[src/rtl/fpu_pkg.sv]
// Shared types for the FPU issue controller.
//   unit_class_t : execution unit an instruction is steered to
//   ds_state_t   : div/sqrt sequencing state
//   res_entry_t  : one writeback-reservation slot {v, rd, wflags}
//   classify()   : priority decode of the control signals into a unit class
package fpu_pkg;

    localparam int DEF_FMA_LAT  = 3;
    localparam int DEF_FAST_LAT = 2;
    localparam int DEF_NREG     = 32;

    typedef enum logic [1:0] {
        UC_DS,
        UC_FMA,
        UC_FAST,
        UC_TOINT
    } unit_class_t;

    typedef enum logic [1:0] {
        DS_IDLE,
        DS_REQ,
        DS_WAIT
    } ds_state_t;

    typedef struct packed {
        logic       v;
        logic [4:0] rd;
        logic       wflags;
    } res_entry_t;

    // div/sqrt outranks fma, which outranks the fast pipe; anything that
    // matches none of the explicit classes still goes down the fast pipe
    function automatic unit_class_t classify(input logic div,
                                             input logic sqrt,
                                             input logic fma,
                                             input logic fastpipe,
                                             input logic fromint,
                                             input logic toint);
        unit_class_t uc;
        if (div || sqrt)
            uc = UC_DS;
        else if (fma)
            uc = UC_FMA;
        else if (fastpipe || fromint)
            uc = UC_FAST;
        else if (toint)
            uc = UC_TOINT;
        else
            uc = UC_FAST;
        return uc;
    endfunction

endpackage

[src/rtl/fpu_wb_reserve.sv]
// Writeback-port reservation shift register.
//   clock, reset : clock and asynchronous active-high reset
//   query_lat    : latency whose completion slot is being asked about
//   slot_free    : that slot is empty once this cycle's shift happens
//   ins_valid    : write ins_entry into slot ins_lat (post-shift position)
//   ins_lat      : slot index 1..LAT for the insert
//   ins_entry    : {v, rd, wflags} to store
//   head         : slot 1, the entry completing this cycle
module fpu_wb_reserve
    import fpu_pkg::*;
#(
    parameter int LAT = DEF_FMA_LAT
) (
    input  logic       clock,
    input  logic       reset,
    input  logic [2:0] query_lat,
    output logic       slot_free,
    input  logic       ins_valid,
    input  logic [2:0] ins_lat,
    input  res_entry_t ins_entry,
    output res_entry_t head
);

    res_entry_t res [1:LAT];

    // Entries march toward slot 1 every cycle; the insert lands in the
    // post-shift position so it completes exactly ins_lat cycles later.
    always_ff @(posedge clock or posedge reset) begin
        if (reset) begin
            for (int i = 1; i <= LAT; i++)
                res[i] <= '0;
        end else begin
            for (int i = 1; i < LAT; i++)
                res[i] <= res[i+1];
            res[LAT] <= '0;
            for (int i = 1; i <= LAT; i++)
                if (ins_valid && ins_lat == 3'(i))
                    res[i] <= ins_entry;
        end
    end

    // After the shift, slot i holds what is now in slot i+1; the top slot
    // is always refilled empty.
    always_comb begin
        slot_free = 1'b1;
        for (int i = 1; i < LAT; i++)
            if (query_lat == 3'(i))
                slot_free = !res[i+1].v;
    end

    assign head = res[1];

endmodule

[src/rtl/fpu_issue_ctrl.sv]
// FPU issue controller: steers decoded instructions to the FMA pipe, the
// fast pipe, the to-int path or the iterative div/sqrt unit, tracks pending
// FP register writes and arbitrates the single FP writeback port.
//   clock, reset          : clock, asynchronous active-high reset
//   io_req_*              : decoded instruction and its register specifiers
//   io_sigs_*             : decoded control signals
//   io_fma/fast/toint_valid : one-cycle issue pulses
//   io_ds_req_*/resp_*    : div/sqrt unit valid/ready handshakes
//   io_wb_*               : registered FP regfile write port
//   io_busy               : something still in flight
module fpu_issue_ctrl
    import fpu_pkg::*;
#(
    parameter int FMA_LAT  = DEF_FMA_LAT,
    parameter int FAST_LAT = DEF_FAST_LAT,
    parameter int NREG     = DEF_NREG
) (
    input  logic       clock,
    input  logic       reset,
    input  logic       io_req_valid,
    output logic       io_req_ready,
    input  logic [4:0] io_req_rd,
    input  logic [4:0] io_req_rs1,
    input  logic [4:0] io_req_rs2,
    input  logic [4:0] io_req_rs3,
    input  logic       io_sigs_wen,
    input  logic       io_sigs_ren1,
    input  logic       io_sigs_ren2,
    input  logic       io_sigs_ren3,
    input  logic       io_sigs_fma,
    input  logic       io_sigs_div,
    input  logic       io_sigs_sqrt,
    input  logic       io_sigs_fastpipe,
    input  logic       io_sigs_fromint,
    input  logic       io_sigs_toint,
    input  logic       io_sigs_wflags,
    output logic       io_fma_valid,
    output logic       io_fast_valid,
    output logic       io_toint_valid,
    output logic       io_ds_req_valid,
    input  logic       io_ds_req_ready,
    output logic       io_ds_req_sqrt,
    input  logic       io_ds_resp_valid,
    output logic       io_ds_resp_ready,
    output logic       io_wb_valid,
    output logic [4:0] io_wb_rd,
    output logic       io_wb_wflags,
    output logic       io_busy
);

    unit_class_t     req_class;
    logic [NREG-1:0] sb;
    logic [NREG-1:0] sb_next;
    logic            raw;
    logic            waw;
    logic            class_ok;
    logic            accept;
    logic            ds_accept;
    logic            ds_take;
    logic [2:0]      lat;
    logic            slot_free;
    logic            ins_valid;
    res_entry_t      ins_entry;
    res_entry_t      head;
    ds_state_t       ds_state;
    ds_state_t       ds_next;
    logic [4:0]      ds_rd;
    logic            ds_wflags;
    logic            ds_sqrt_q;
    logic            wb_valid_q;
    logic [4:0]      wb_rd_q;
    logic            wb_wflags_q;

    assign req_class = classify(io_sigs_div, io_sigs_sqrt, io_sigs_fma,
                                io_sigs_fastpipe, io_sigs_fromint, io_sigs_toint);

    // Hazards look only at the registered scoreboard, so a writeback
    // clearing a register this cycle does not release a waiting reader.
    assign raw = (io_sigs_ren1 & sb[io_req_rs1]) |
                 (io_sigs_ren2 & sb[io_req_rs2]) |
                 (io_sigs_ren3 & sb[io_req_rs3]);
    assign waw = io_sigs_wen & sb[io_req_rd];

    assign lat = (req_class == UC_FMA) ? 3'(FMA_LAT) : 3'(FAST_LAT);

    always_comb begin
        class_ok = 1'b0;
        case (req_class)
            UC_DS:    class_ok = (ds_state == DS_IDLE);
            UC_FMA:   class_ok = slot_free;
            UC_FAST:  class_ok = slot_free;
            UC_TOINT: class_ok = 1'b1;
            default:  class_ok = 1'b0;
        endcase
    end

    // Held low during reset so nothing is accepted while state is clearing.
    assign io_req_ready   = !reset && !raw && !waw && class_ok;
    assign accept         = io_req_valid && io_req_ready;
    assign io_fma_valid   = accept && (req_class == UC_FMA);
    assign io_fast_valid  = accept && (req_class == UC_FAST);
    assign io_toint_valid = accept && (req_class == UC_TOINT);
    assign ds_accept      = accept && (req_class == UC_DS);

    assign ins_valid = io_fma_valid || io_fast_valid;
    assign ins_entry = '{v: 1'b1, rd: io_req_rd, wflags: io_sigs_wflags};

    fpu_wb_reserve #(
        .LAT(FMA_LAT)
    ) u_reserve (
        .clock     (clock),
        .reset     (reset),
        .query_lat (lat),
        .slot_free (slot_free),
        .ins_valid (ins_valid),
        .ins_lat   (lat),
        .ins_entry (ins_entry),
        .head      (head)
    );

    // Fixed-latency completions own the port; a div/sqrt result waits.
    assign ds_take          = (ds_state == DS_WAIT) && io_ds_resp_valid && !head.v;
    assign io_ds_resp_ready = ds_take;
    assign io_ds_req_valid  = (ds_state == DS_REQ);
    assign io_ds_req_sqrt   = ds_sqrt_q;

    always_ff @(posedge clock or posedge reset) begin
        if (reset)
            ds_state <= DS_IDLE;
        else
            ds_state <= ds_next;
    end

    always_comb begin
        ds_next = ds_state;
        case (ds_state)
            DS_IDLE: if (ds_accept)       ds_next = DS_REQ;
            DS_REQ:  if (io_ds_req_ready) ds_next = DS_WAIT;
            DS_WAIT: if (ds_take)         ds_next = DS_IDLE;
            default:                      ds_next = DS_IDLE;
        endcase
    end

    always_ff @(posedge clock or posedge reset) begin
        if (reset) begin
            ds_rd     <= '0;
            ds_wflags <= 1'b0;
            ds_sqrt_q <= 1'b0;
        end else if (ds_accept) begin
            ds_rd     <= io_req_rd;
            ds_wflags <= io_sigs_wflags;
            ds_sqrt_q <= io_sigs_sqrt;
        end
    end

    always_ff @(posedge clock or posedge reset) begin
        if (reset) begin
            wb_valid_q  <= 1'b0;
            wb_rd_q     <= '0;
            wb_wflags_q <= 1'b0;
        end else begin
            wb_valid_q  <= head.v || ds_take;
            wb_rd_q     <= head.v ? head.rd     : ds_rd;
            wb_wflags_q <= head.v ? head.wflags : ds_wflags;
        end
    end

    assign io_wb_valid  = wb_valid_q;
    assign io_wb_rd     = wb_rd_q;
    assign io_wb_wflags = wb_wflags_q;

    // WAW blocks a set on a register being written back, so the clear and
    // the set never target the same bit in one cycle.
    always_comb begin
        sb_next = sb;
        if (wb_valid_q)
            sb_next[wb_rd_q] = 1'b0;
        if (accept && io_sigs_wen && req_class != UC_TOINT)
            sb_next[io_req_rd] = 1'b1;
    end

    always_ff @(posedge clock or posedge reset) begin
        if (reset)
            sb <= '0;
        else
            sb <= sb_next;
    end

    assign io_busy = (|sb) || (ds_state != DS_IDLE);

endmodule
[config.mk]
export PLATFORM = sky130hd
export DESIGN_NAME = fpu_issue_ctrl
export DESIGN_NICKNAME = d
export VERILOG_FILES = /design/src/rtl/fpu_pkg.sv /design/src/rtl/fpu_wb_reserve.sv /design/src/rtl/fpu_issue_ctrl.sv
export SDC_FILE = /design/constraint.sdc
export NUM_CORES = 1
export LEC_CHECK = 0
export ABC_AREA = 1
export CAP_MARGIN = 20
export CORE_MARGIN = 8
export CORE_UTILIZATION = 63
export CTS_BUF_LIST = sky130_fd_sc_hd__clkbuf_4 sky130_fd_sc_hd__clkbuf_8
export DETAILED_ROUTE_END_ITERATION = 7
export PLACE_DENSITY = 0.88
export SYNTH_ARGS = -nofsm -noshare
export SYNTH_HDL_FRONTEND = slang
export SYNTH_SLANG_ARGS = --single-unit
[constraint.sdc]
create_clock -name clock -period 6 [get_ports clock]
set_input_delay 0.6 -clock clock [delete_from_list [all_inputs] [get_ports clock]]
set_output_delay 0.6 -clock clock [all_outputs]
set_load 0.02 [all_outputs]
==> run metrics <==
GRT busiest layer=met2; period utilisation layout=0.787; Layout area overhead=14.4%; CTS Sinks=roughly 70; Clock Pin Slew Worst Setup and Hold Paths=~0.080 ns; post-layout min period=around 4.7 ns; Max Root-Sink Buffers=2; final hold vios=0; EDFF count, synth=0; min-delay src=u_reserve.res[11]; met3 Use GR=0.0740; Worst Hold Class=register to register; Routed WL=14500 um; initial antenna violation count=0; 1st-iter DRT viols=656; CP max FO=41; RSZ-0062 raised after global routing=false; CP peak stage delay=0.61 ns; slew margin rel.=0.430; Placer Congestion=0.916; synth unique cells=28; ys async rst share=1.00; vias in the first global route=4578; worst-path cell chain=clkdlybuf4s50_1, or2_2, a21oi_1, inv_1, ha_1, o21ai_0, a221oi_1, nand3_2, nor3_4, buf_4, nand2_1, inv_1, clkdlybuf4s50_1; CP required=5.40 ns; diode count=0; Initial Util=0.651; PwrDens=308 nW/um^2; Final setup viols=0; crit start category=primary input; H-tree levels=3; top cells by area, synth=dfrtp_1 39%, nand2_1 21%, nand3_1 15%; layout cells sized above 1=0.0527; multi-input logic area=2350 um^2; Worst Skew=0.0124 ns; RR Startpoint=sb[7]; die area=between 10000 and 15000 um^2; Ports=slightly above 50; first-pass GRT wire length=about 23000 um; CTS tree=yes; Design Power=1570 uW; fillers=between 500 and 600; Post-DRT Antenna Nets=0; Via density=6.25; Syn Nets=around 700; Final Worst Setup Slack=1.28 ns; non-filler cells, final=approximately 800; placed insts=782; YS warnings=0; sequential area share after synthesis=0.388; top_reg_cell synth=dfrtp_1; IO buf count=50; chip height=100 um; Final TNS setup=0 ns; VDD IR max=0.263 mV; Avg WL per Cell=roughly 18 um; GR Layer Usage met2=0.464; met1 Use GR=0.361; Yosys reg bits=69; total gr overflow=0; maxcap violations=0; status=completed; Avg Inst Size Synth=6.73 um^2; WP data arrival=approximately 4 ns; critical path's slowest cell=clkdlybuf4s50_1; largest net degree at the start of global routing=70; cts repair resizes=0; Lkg Pwr=0.00243 uW; pre-CTS WS=1.33 ns; synthesized area=around 4400 um^2; worst skew pair latency=about 0.36 ns; hold_buf cts=0; most instantiated cells after synthesis=246 x nand2_1, 134 x nand3_1, 69 x dfrtp_1; drc violations=0; Post CTS Setup Buffer Count=0; Core Area=slightly below 7000 um^2; CP Class=primary input to primary output; CP Capture Type=primary output; row cnt=30; minimum hold slack=around 0.36 ns; Post-Syn Instances=roughly 660; CTS buffer count=9; register area=1730 um^2; total track usage=0.297; Tightest Pin Transition=~0.86 ns; via count=approximately 5000; Peak Freq=212 MHz; DRT Pass-1 Iters=7; Final Net Count=738; area fraction of the dominant cell type after synthesis=0.388; Synth area leader=dfrtp_1; Die Wd=100 um; crit path from=io_sigs_sqrt; final slew viol count=0; top-count cell post-synth=nand2_1; root buf cell=clkbuf_8; hpwl dp=9950 um
-- layout by cell type, fill, tap and decap left out, types with 3 or more instances in the layout --
| cell | instances |
|---|---|
| nand2_1 | 246 |
| nand3_1 | 134 |
| dfrtp_1 | 69 |
| clkdlybuf4s50_1 | 50 |
| inv_1 | 44 |
| nor2_1 | 42 |
| o21ai_0 | 34 |
| nand4_1 | 20 |
| clkbuf_8 | 9 |
| nor3_1 | 8 |
| nor4_1 | 8 |
| o21ai_2 | 6 |
| inv_2 | 5 |
| ha_1 | 5 |
| buf_4 | 3 |
-- path summary, 6_finish.rpt --
| path | cells past startpoint | slack (ns) | endpoint |
|---|---|---|---|
| min in group asynchronous | 3 | 0.85 | u_reserve.res[8] |
| min | 0 | 0.36 | u_reserve.head[4] |
| max in group asynchronous | 3 | 4.57 | sb[19] |
| min reg2reg | 0 | 0.36 | u_reserve.head[4] |
| max reg2reg | 12 | 3.66 | u_reserve.res[2] |
| max | 13 | 1.28 | io_fma_valid |
-- power by group --
group / switching [uW] / internal (uW)
sequential: 184 / 560
combinational: 285 / 187
clock: 192 / 159
-- layout make-up --
class,count,area share
Timing Repair Buffer,53,0.103
Multi-Input combinational cell,515,0.463
Clock inverter,6,0.00935
Inverter,49,0.0362
Tap cell,96,0.0236
Sequential cell,69,0.339
Clock buffer,10,0.0258
-- routing by layer --
metal | up-vias | part of all wire
li1 | 2246 | -
met1 | 2257 | 0.36
met2 | 379 | 0.45
met3 | 106 | 0.12
met4 | 0 | 0.067
met5 | - | 0
-- state kept, by name, summed over array words and instances (netlist names) --
register,flops
sb,32
u_reserve.res,14
u_reserve.head,7
ds_rd,5
io_wb_rd,5
ds_state,2
ds_wflags,1
io_ds_req_sqrt,1
io_wb_valid,1
io_wb_wflags,1
-- worst max-delay path: cells and delay by family --
kind / cells / cell delay [ns]
adder cells (fa/ha/maj): 1 / 0.30
AO/OA/AOI/OAI: 3 / 0.67
AND/OR/NAND/NOR: 4 / 0.89
buffers and inverters: 5 / 1.65
-- metrics by stage --
step	area, um^2	utilization
3_5_place_dp	4910	0.718
2_1_floorplan	4450	-
3_3_place_gp	4910	0.718
6_report	5090	0.745
4_1_cts	5090	0.745
5_1_grt	5090	0.745
-- logic make-up (layout without fill, tap and decap cells) --
| group | count (synthesis) | after routing | share of synthesized area |
|---|---|---|---|
| simple gates | 467 | 467 | 0.461 |
| flops | 69 | 69 | 0.388 |
| compound gates | 43 | 43 | 0.0546 |
| fa+ha+maj | 5 | 5 | 0.0141 |
| buf+inv | 77 | 118 | 0.0824 |
No activity file was read; power rests on OpenSTA's default activity.
